--- config.mk ---
export PLATFORM = sky130hd
export DESIGN_NAME = spi_frame_tx_flat
export DESIGN_NICKNAME = d
export VERILOG_FILES = /design/src/rtl/spi_pkg.sv /design/src/rtl/spi_frame_tx_if.sv /design/src/rtl/spi_frame_tx.sv /design/src/flat_wrapper.sv
export SDC_FILE = /design/constraint.sdc
export NUM_CORES = 1
export LEC_CHECK = 0
export ABC_AREA = 1
export CAP_MARGIN = 20
export CORE_MARGIN = 2
export CORE_UTILIZATION = 25
export CTS_CLUSTER_SIZE = 30
export DETAILED_ROUTE_END_ITERATION = 10
export PLACE_DENSITY = 0.5
export SLEW_MARGIN = 25
export SYNTH_ARGS = -nofsm -noshare
export SYNTH_HDL_FRONTEND = slang
export SYNTH_SLANG_ARGS = --single-unit
--- constraint.sdc ---
create_clock -name clk -period 4.1 [get_ports clk]
set_clock_uncertainty 0.2 [all_clocks]
set_input_delay 0.82 -clock clk [delete_from_list [all_inputs] [get_ports clk]]
set_output_delay 0.82 -clock clk [all_outputs]
set_load 0.02 [all_outputs]
--- src/rtl/spi_pkg.sv ---
// Definitions shared by both ends of the SPI configuration link.
// Frame length is shared with the receiver.
package spi_pkg;

  localparam int SPI_FRAME_BITS = 96;
  localparam int SPI_GAP_CYCLES = 4;

  typedef enum logic [1:0] {
    IDLE,
    SHIFT,
    GAP
  } spi_tx_state_t;

endpackage

--- src/rtl/spi_frame_tx_if.sv ---
// Parallel frame handshake into the SPI transmitter.
// The master offers a frame; the slave accepts it with frame_ready.
interface spi_frame_tx_if
  import spi_pkg::*;
#(
  parameter int FRAME_BITS = SPI_FRAME_BITS
);

  logic [FRAME_BITS-1:0] frame_data;
  logic                  frame_valid;
  logic                  frame_ready;

  modport master (
    output frame_data,
    output frame_valid,
    input  frame_ready
  );

  modport slave (
    input  frame_data,
    input  frame_valid,
    output frame_ready
  );

endinterface

--- src/rtl/spi_frame_tx.sv ---
// Serialises one parallel configuration frame MSB-first on mosi, framed by active-low nss,
// with a minimum inter-frame gap. All outputs are registered.
module spi_frame_tx
  import spi_pkg::*;
#(
  parameter int FRAME_BITS = SPI_FRAME_BITS,
  parameter int GAP_CYCLES = SPI_GAP_CYCLES,
  parameter int CNT_W      = $clog2(FRAME_BITS + GAP_CYCLES)
) (
  input  logic          clk,
  input  logic          rst_n,
  spi_frame_tx_if.slave frm,
  output logic          busy,
  output logic          done,
  output logic          nss,
  output logic          mosi
);

  localparam logic [CNT_W-1:0] LAST_BIT = CNT_W'(FRAME_BITS - 1);
  localparam logic [CNT_W-1:0] LAST_GAP = CNT_W'(GAP_CYCLES - 1);

  spi_tx_state_t         state_q, state_d;
  logic [FRAME_BITS-1:0] shift_q, shift_d;
  logic [CNT_W-1:0]      cnt_q, cnt_d;
  logic                  nss_q, nss_d;
  logic                  mosi_q, mosi_d;
  logic                  ready_q, ready_d;
  logic                  busy_q, busy_d;
  logic                  done_q, done_d;

  always_ff @(posedge clk or negedge rst_n) begin
    if (!rst_n) begin
      state_q <= IDLE;
      shift_q <= '0;
      cnt_q   <= '0;
      nss_q   <= 1'b1;
      mosi_q  <= 1'b0;
      ready_q <= 1'b1;
      busy_q  <= 1'b0;
      done_q  <= 1'b0;
    end else begin
      state_q <= state_d;
      shift_q <= shift_d;
      cnt_q   <= cnt_d;
      nss_q   <= nss_d;
      mosi_q  <= mosi_d;
      ready_q <= ready_d;
      busy_q  <= busy_d;
      done_q  <= done_d;
    end
  end

  // Accept uses the registered ready, so a frame offered on the GAP->IDLE edge waits one cycle.
  always_comb begin
    state_d = state_q;
    unique case (state_q)
      IDLE:    if (frm.frame_valid && ready_q) state_d = SHIFT;
      SHIFT:   if (cnt_q == LAST_BIT) state_d = GAP;
      GAP:     if (cnt_q == LAST_GAP) state_d = IDLE;
      default: state_d = IDLE;
    endcase
  end

  always_comb begin
    shift_d = shift_q;
    cnt_d   = cnt_q;
    nss_d   = 1'b1;
    mosi_d  = 1'b0;
    done_d  = 1'b0;
    ready_d = (state_d == IDLE);
    busy_d  = (state_d != IDLE);
    case (state_q)
      IDLE: begin
        if (state_d == SHIFT) begin
          shift_d = frm.frame_data;
          cnt_d   = '0;
          nss_d   = 1'b0;
          mosi_d  = frm.frame_data[FRAME_BITS-1];
        end
      end
      SHIFT: begin
        if (state_d == GAP) begin
          shift_d = '0;
          cnt_d   = '0;
          done_d  = 1'b1;
        end else begin
          // The MSB is the bit on the wire now; the one below it goes out next.
          shift_d = shift_q << 1;
          cnt_d   = cnt_q + CNT_W'(1);
          nss_d   = 1'b0;
          mosi_d  = shift_q[FRAME_BITS-2];
        end
      end
      GAP: begin
        cnt_d = (state_d == IDLE) ? '0 : cnt_q + CNT_W'(1);
      end
      default: begin
      end
    endcase
  end

  assign frm.frame_ready = ready_q;
  assign busy            = busy_q;
  assign done            = done_q;
  assign nss             = nss_q;
  assign mosi            = mosi_q;

endmodule

--- src/flat_wrapper.sv ---
// flat-port wrapper written by rule: the top's interface ports become plain ports
module spi_frame_tx_flat import spi_pkg::*;
#(
  parameter int FRAME_BITS = SPI_FRAME_BITS,
  parameter int GAP_CYCLES = SPI_GAP_CYCLES,
  parameter int CNT_W      = $clog2(FRAME_BITS + GAP_CYCLES)
)
  (clk, rst_n, busy, done, nss, mosi, frm_frame_data, frm_frame_valid, frm_frame_ready);
  spi_frame_tx_if #(.FRAME_BITS(FRAME_BITS)) frm_i ();
  input  logic clk;
  input  logic rst_n;
  output logic busy;
  output logic done;
  output logic nss;
  output logic mosi;
  input wire logic [$bits(frm_i.frame_data)-1:0] frm_frame_data;
  input wire logic [$bits(frm_i.frame_valid)-1:0] frm_frame_valid;
  output wire logic [$bits(frm_i.frame_ready)-1:0] frm_frame_ready;
  assign frm_i.frame_data = frm_frame_data;
  assign frm_i.frame_valid = frm_frame_valid;
  assign frm_frame_ready = frm_i.frame_ready;
  spi_frame_tx #(.FRAME_BITS(FRAME_BITS), .GAP_CYCLES(GAP_CYCLES), .CNT_W(CNT_W)) u_core (.clk(clk), .rst_n(rst_n), .frm(frm_i), .busy(busy), .done(done), .nss(nss), .mosi(mosi));
endmodule
==> summary.txt <==
Clock network
  • Max Root-Sink Buffers: 2
  • CTS Buf Count: 9
  • Reg clk slew, reported paths: about 70 ps
  • H-Tree Depth: 3
  • CTS tree: yes
  • CTS sink count: 109
  • Post-CTS setup buffers: 0
  • Clk_lat worst skew: 360 ps
  • Cts hold-fix bufs: 0
  • CTS-repair resized insts: 0
  • Root Driver: clkbuf_16

Floorplan
  • Core area: approximately 23000 µm²
  • Top-Level Pins: ~100
  • Chip width: 156 µm
  • Initial Util: 25.5%
  • Row count: 55
  • Die height: approximately 160 µm
  • Die area: 24400 µm²

Setup path
  • Max FO, Critical Path: 36
  • Crit path cell chain: clkdlybuf4s50_1, nand3_1, a21oi_1, nand2_1, nand2_4, buf_4, nand3_1, nand2_1, nand2_1, nand2_1
  • Setup CP Type: in2reg
  • Slowest cell on the critical path: clkdlybuf4s50_1
  • WP data arrival: between 2000 and 3000 ps
  • Startpoint Class: primary input
  • CP dominant cell by count: nand2_1
  • Worst path bufs/invs: 2
  • Worst Path Required: around 4200 ps
  • Reg2Reg Setup Slack: 1340 ps
  • Nature of the critical path endpoint: flop
  • Max stage delay on crit path: around 490 ps
  • Top delay family on crit path: simple AND/OR/NAND/NOR gates

Synthesis
  • Post-synth top area cell: dfrtp_1
  • Number of enable flip-flop cells after synthesis: 0
  • Top cells by count, synth: 493 x nand2_1, 113 x nand3_1, 107 x dfrtp_1
  • Yosys top cell area share: a little under half
  • Number of synthesized register bits: 109
  • Netlist cell types: 26
  • Synthesized instance count: 823
  • Syn Nets: 927
  • Mean area per synthesized cell: 7.03 µm²
  • Most common cell in the netlist: nand2_1
  • Post-Syn Area: between 5000 and 6000 µm²
  • Main synth FF type: dfrtp_1
  • Sequential area share after synthesis: 47.2%
  • Ys async rst share: between 90% and 100%
  • YS warnings: 0
  • Top post-synthesis cells by area: dfrtp_1 46%, nand2_1 32%, nand3_1 9.8%, buf_6 1.9%, clkbuf_1 1.2%

GRT
  • Gr ovfl total: 0
  • Largest net degree at the start of global routing: 61
  • Vias in the first global route: 5078
  • First-pass GRT wire length: 25.7 mm
  • Global Route Usage Sum: 13.3%
  • Initial antenna violation count: 0

Finish
  • Fin area: 7260 µm²
  • Final core area utilization: 32.0%
  • N_diodes: 0
  • Area Growth Syn to Fin: 25.5%
  • Final #Nets: 1002
  • Filler cell count: about 2500
  • Layout cells sized above 1: between 4 and 5%
  • Register area: 2730 µm²
  • Area of the multi-input gates: 2710 µm²

Timing
  • Final Max Tran Viols: 0
  • Final period util: 68.2%
  • Final WS setup: 1300 ps
  • Hold Vio Cnt, Final: 0
  • Maximum clock rate: 358 MHz
  • Slew HR: 53.7%
  • RSZ-0062 raised after global routing: no
  • Setup TNS: 0 ps
  • Worst Max-Slew Pin Slew: approximately 700 ps
  • Min cycle time layout: around 2800 ps
  • # setup viols final: 0

Placement
  • Placed cell area: 7010 µm²
  • RePlAce Congestion: 0.750
  • Worst slack at placement: 958 ps
  • HPWL after DPL: slightly below 10 mm
  • Port buffer count: 103

Power
  • Pleak: 3.85 nW
  • PD cells: 694 nW/µm²
  • Final Power: between 5 and 6 mW
  • Maximum vdd drop: 0.295 mV

Flow run
  • # Max-Cap Violations: 0

Detailed routing
  • WL final: 15.4 mm
  • Vias per inst: between 4 and 5
  • Avg WL per Cell: between 10 and 15 µm
  • DR iter-0 viols: 349
  • Via Count: 5259
  • DRC viols: 0
  • Pre-antenna DRT Iters: 5
  • Routed Antenna Nets: 0

Run status
  • Status: finished, final reports clean

Min path
  • Hold Crit Class: in2async
-- final timing paths --
kind                                           end  depth (start not counted)                from
max in group asynchronous       u_core.shift_q[92]                          2               rst_n
worst min-delay path            u_core.shift_q[59]                          1               rst_n
worst max register to register   u_core.shift_q[9]                         14   u_core.state_q[1]
min in group clk                u_core.shift_q[69]                          2  u_core.shift_q[69]
worst max-delay path            u_core.shift_q[32]                         10     frm_frame_valid
worst min register to register  u_core.shift_q[69]                          2  u_core.shift_q[69]
-- routing by layer --
metal	up-vias	share of wire, %	routed length (µm)	global-route usage, %
met1	2438	48	7470	18.0
met3	14	4.3	667	1.86
met5	-	0	0	0
met4	0	1.8	277	5.33
met2	113	46	7030	21.3
li1	2694	-	-	-
-- cell usage in the layout, fill, tap and decap left out, types with 4 or more instances in the layout --
| cell type | instances |
|---|---|
| inv_1 | 15 |
| buf_4 | 11 |
| clkbuf_1 | 5 |
| ha_1 | 4 |
| dfrtp_1 | 107 |
| clkinv_2 | 4 |
| nand3_1 | 113 |
| nor2_1 | 9 |
| nand2_1 | 493 |
| clkdlybuf4s50_1 | 102 |
| o21ai_0 | 9 |
| clkbuf_16 | 9 |
-- where the power goes --
| group | switching (mW) | total [mW] | internal (mW) |
|---|---|---|---|
| combinational | 1.64 | 2.44 | 0.803 |
| clock | 0.394 | 0.807 | 0.412 |
| sequential | 0.230 | 1.79 | 1.56 |
-- sequential cells by signal, summed over array words and instances, names as in the netlist --
register / cells
u_core.shift_q: 95
u_core.nss: 1
u_core.cnt_q: 7
u_core.busy: 1
u_core.mosi: 1
u_core.state_q: 2
u_core.done: 1
u_core.frm.frame_ready: 1
-- cell type report --
type                    count  share of cell area, %
flip-flops and latches    109                   37.6
multi-input cells         645                   37.3
repair buffers            115                   15.7
well taps                 285                   4.91
clock buffers              14                   3.36
inverters                  18                  0.965
clock inverters             2                  0.138
-- logic make-up (layout without fill, tap and decap cells) --
group | Yosys count | count (layout) | share of synthesized area, %
buffers and inverters | 69 | 149 | 6.33
AO/OA/AOI/OAI | 12 | 12 | 1.04
flip-flops | 109 | 109 | 47.2
adder cells (fa/ha/maj) | 5 | 5 | 1.08
XOR/XNOR | 4 | 4 | 0.605
AND/OR/NAND/NOR | 624 | 624 | 43.8
-- per-stage QoR --
stage	std cells	hold WS [ps]
floorplan	823	243
global placement	1172	253
detailed placement	1172	259
CTS	1188	210
global route	1188	226
finish	1188	205
(Power assumes the default switching activity.)
==> RTL edit 1: new RTL, config.mk and constraints unchanged <==
Change the package constant `SPI_FRAME_BITS` from 96 to 144.
--- a/src/rtl/spi_pkg.sv
+++ b/src/rtl/spi_pkg.sv
@@ -2,7 +2,7 @@
 // Frame length is shared with the receiver.
 package spi_pkg;
 
-  localparam int SPI_FRAME_BITS = 96;
+  localparam int SPI_FRAME_BITS = 144;
   localparam int SPI_GAP_CYCLES = 4;
 
   typedef enum logic [1:0] {
Ports: changed (resized frm_frame_data); port bits go from 104 to 152. No check against the original RTL was run, so the function may have changed too.
==> RTL edit 1 against the unedited design <==
Via count grew 54%; worst hold slack lost 100 ps; cell area grew 51%; routed wire length grew 63%; total power grew 57%; synthesized area grew 49%; sequential cell count grew 49; utilization shrank 0.061 points; fmax grew 1.1%; non-clock buffer count grew 49; worst setup slack gained 30 ps; combinational power grew 55%; critical path type is now flop to flop; highest routed layer unchanged.
==> RTL edit 1: results <==
detailed_routing:
  dr.pass1.iters: 5
  drtIter0Drc: 563
  wl_per_cell_um: 14.2
  vias: 8116
logic_synthesis:
  yosysMostFrequentCell: "nand2_1"
  synth_fp_nets: 1371
  async_reset_ff_frac: 1.00
  synth_cell_types: 25
  ys_warn_count: 0
  yosysSeqAreaShare: 0.458
  synth.area.top_cells: "dfrtp_1 45%, nand2_1 26%, nand3_1 18%"
  yosys-top-cells-count: "606 x nand2_1, 304 x nand3_1, 156 x dfrtp_1"
  synthFlopType: "dfrtp_1"
clock_tree:
  cts-root-buf: "clkbuf_16"
  cts_resized: 0
  numCtsBuffers: 17
  postCtsSetupBuffers: 0
  cts.htree.levels: 4
  cts_buffer_depth: 2
  insertion_delay_ps: 430
  clkTransAtPathRegs_ps: 80
finish:
  biggestRegsByFlops: "u_core.shift_q x143, u_core.cnt_q x8, u_core.state_q x2"
  nFillCells: 3681
  num_antenna_cells: 0
  drive_above_1_share: 0.0455
  final_nets: 1459
placement:
  gp_congestion: 0.754
  io_buffers: 151
  post-place-ws_ps: 1010
  dp_hpwl_um: 14700
timing:
  worst_pin_slew_ps: 851
  hold_slack_ps: 101
  post-route-period-util: 0.675
power_and_ir_drop:
  irDropWorstVdd_mv: 0.552
  p_leak_nw: 5.70
critical_path:
  crit_path_max_fanout: 62
  worstReg2RegEnd: "u_core.shift_q[102]"
  critical-path-slowest-cell: "dfrtp_1"
  crit_family: "simple AND/OR/NAND/NOR gates"
  arrival_ps: 2930
  r2r_cells: 11
  rrSetupSlack_ps: 1330
  max_stage_delay_ps: 430
  worstReg2RegStart: "u_core.state_q[0]"
global_routing:
  track_usage: 0.143
  antenna_found_initial: 1
  grt_pass1_vias: 7930
  grt_max_degree: 130
  grt_pass1_wl_um: 41500
status:
  status: "completed"
min_path:
  min_path_type: "input pin to asynchronous set/reset pin"
RTL edit 1: changes by cell type in the layout (fill, tap and decap cells not counted), sizes merged, moves of 3 or more:
cell,change
clkbuf,+5
clkinv,+3
dfrtp,+49
o21ai,-3
nor2,-3
nand3,+192
nand2,+112
clkdlybuf4s50,+48
inv,+9
RTL edit 1: area by class of cell:
class | count | area share
clock buffers | 19 | 0.0414
inverters | 21 | 0.00743
multi-input cells | 945 | 0.373
flip-flops and latches | 158 | 0.361
clock inverters | 13 | 0.00972
repair buffers | 164 | 0.155
well taps | 455 | 0.0520
RTL edit 1: worst max-delay path by stage:
stage | startpoint | end | slack (ps) | depth (start not counted)
after floorplan | frm_frame_valid | u_core.cnt_q[0] | 2010 | 9
after global placement | frm_frame_valid | u_core.shift_q[110] | 990 | 10
after detailed placement | frm_frame_valid | u_core.shift_q[110] | 1010 | 10
after CTS | u_core.state_q[0] | u_core.shift_q[102] | 1310 | 11
after global routing | u_core.state_q[0] | u_core.shift_q[110] | 1040 | 11
final | u_core.state_q[0] | u_core.shift_q[102] | 1330 | 11
RTL edit 1: per-layer routing:
layer | routed length, um | GRT usage | part of all wire
met1 | 11900 | 0.195 | 0.47
met5 | 0 | 0 | 0
met2 | 11800 | 0.236 | 0.47
met3 | 1220 | 0.0240 | 0.048
met4 | 264 | 0.0358 | 0.010
RTL edit 1: cell families after synthesis:
logic type | synth area share
AO/OA/AOI/OAI | 0.00637
XOR/XNOR | 0.00405
adder cells (fa/ha/maj) | 0.00724
buffers and inverters | 0.0744
flip-flops | 0.458
AND/OR/NAND/NOR | 0.450
RTL edit 1: worst register-to-register path: cells and delay by family (launching register included):
kind	cells	cell delay [ps]
buffers and inverters	2	470
DFF	1	430
AOI/OAI and AO/OA	1	200
adders and majority gates	1	360
and+or+nand+nor	7	1030
RTL edit 1: metrics by stage:
step,std cells,cell area [sq um]
detailed placement,1743,10400
floorplan,1219,8650
finish,1775,10900
CTS,1775,10900
global placement,1743,10400
global route,1775,10900
RTL edit 1: power breakdown:
group | internal, mW | switching (mW)
Combinational | 1.27 | 2.52
Sequential | 2.27 | 0.334
Clock | 0.820 | 0.717
==> RTL edit 2: new RTL, same settings <==
Without the edit above. Take the reset off `shift_q` and load it in a clocked block of its own.
--- a/src/rtl/spi_frame_tx.sv
+++ b/src/rtl/spi_frame_tx.sv
@@ -31,7 +31,6 @@
   always_ff @(posedge clk or negedge rst_n) begin
     if (!rst_n) begin
       state_q <= IDLE;
-      shift_q <= '0;
       cnt_q   <= '0;
       nss_q   <= 1'b1;
       mosi_q  <= 1'b0;
@@ -40,7 +39,6 @@
       done_q  <= 1'b0;
     end else begin
       state_q <= state_d;
-      shift_q <= shift_d;
       cnt_q   <= cnt_d;
       nss_q   <= nss_d;
       mosi_q  <= mosi_d;
@@ -48,6 +46,10 @@
       busy_q  <= busy_d;
       done_q  <= done_d;
     end
+  end
+
+  always_ff @(posedge clk) begin
+    shift_q <= shift_d;
   end
 
   // Accept uses the registered ready, so a frame offered on the GAP->IDLE edge waits one cycle.
Function: same outputs for any inputs over 10 cycles, from zero or initial values and one cycle with rst_n low; that may be too few to reach the edited logic, so the function may still have changed.
==> RTL edit 2 against the unedited design <==
Register-to-register slack worse by 200 ps; die area down 10%; cell count down 26%; fmax down 5.4%; total power down 5.9%; worst setup slack worse by 160 ps; routed wire length down 23%; critical path depth down 5; first-iteration DRC count down 31%; cell area down 6.5%; non-clock buffer count down 6; synthesized area down 11%; sequential cell count unchanged; critical endpoint is now u_core.shift_q[21]; largest cell class unchanged.
==> RTL edit 2: results <==
logic_synthesis:
  synth_compound_area_frac: 0.0116
  yosysSeqAreaShare: 0.620
  synthAdderAreaFrac: 0.0121
  synth_top_family_by_area: "simple AND/OR/NAND/NOR gates"
  synth_xor_area_frac: 0
  avgSynthCellArea_sq_um: 9.96
  async_reset_ff_frac: 0.128
  synth_edf_count: 95
  netlist_area_sq_um: 5170
  synth_fp_nets: 623
  yosys-top-cells-count: "221 x nand2_1, 95 x edfxtp_1, 78 x nand3_1"
  synth_cell_types: 25
  synth.area.top_cells: "edfxtp_1 55%, nand2_1 16%, nand3_1 7.6%"
power_and_ir_drop:
  irDropWorstVdd_mv: 0.230
  p_leak_nw: 2.84
critical_path:
  endpoint: "u_core.shift_q[21]"
  r2r_cells: 5
  arrival_ps: 2800
  path_class: "flop to flop"
  crit_path_max_fanout: 52
  rrSetupSlack_ps: 1140
finish:
  final_nets: 712
  drive_above_1_share: 0.0995
  nFillCells: 2063
  multi_input_area_sq_um: 1770
placement:
  gp_congestion: 0.771
  dp.cells: 867
  dp_hpwl_um: 7960
  placed_area_sq_um: 6490
  post-place-ws_ps: 996
clock_tree:
  cts-root-buf: "clkbuf_16"
  numCtsBuffers: 9
  clkTransAtPathRegs_ps: 70
  cts_resized: 0
global_routing:
  use_met2: 0.185
  grt_pass1_wl_um: 19600
  grt_max_degree: 97
  grtUsageMet1: 0.146
  track_usage: 0.112
  grtUsageMet3: 0.0216
  antenna_found_initial: 0
  grt_pass1_vias: 3972
timing:
  worst_pin_slew_ps: 947
  period_needed_ps: 2960
  hold_slack_ps: 321
detailed_routing:
  wl_per_cell_um: 13.4
  dr.pass1.iters: 4
  vias: 3815
  wl_um: 11900
  drtIter0Drc: 240
  m1WireLength_um: 5390
  routed-wl-met3_um: 517
  wl_met2_um: 5760
status:
  status: "completed"
min_path:
  min_path_type: "flop to flop"
## RTL edit 2: cell types whose count changed after synthesis, sizes merged, moves of 3 or more
cell / change
a21oi: +3
buf: -11
clkbuf: -9
dfrtp: -95
edfxtp: +95
nand2: -274
nand3: -5
nor2: -3
o21ai: -6
xor2: -3
## RTL edit 2: where the power goes
part | total (mW) | internal [mW] | leakage, nW | switching, mW
combinational | 1.60 | 0.547 | 1.58 | 1.06
sequential | 2.25 | 2.07 | 1.12 | 0.182
clock | 0.892 | 0.482 | 0.151 | 0.410
## RTL edit 2: worst max-delay path, cell delays in order (launching register included)
cell	delay [ps]
dfrtp_1	410
inv_1	150
ha_4	570
clkinv_2	180
o21ai_4	780
buf_12	310
## RTL edit 2: area by class of cell
type | instances | share of cell area
Clock buffer | 9 | 0.0332
Tap cell | 270 | 0.0497
Sequential cell | 109 | 0.472
Inverter | 17 | 0.00958
Multi-Input combinational cell | 362 | 0.260
Timing Repair Buffer | 109 | 0.164
Clock inverter | 7 | 0.0116
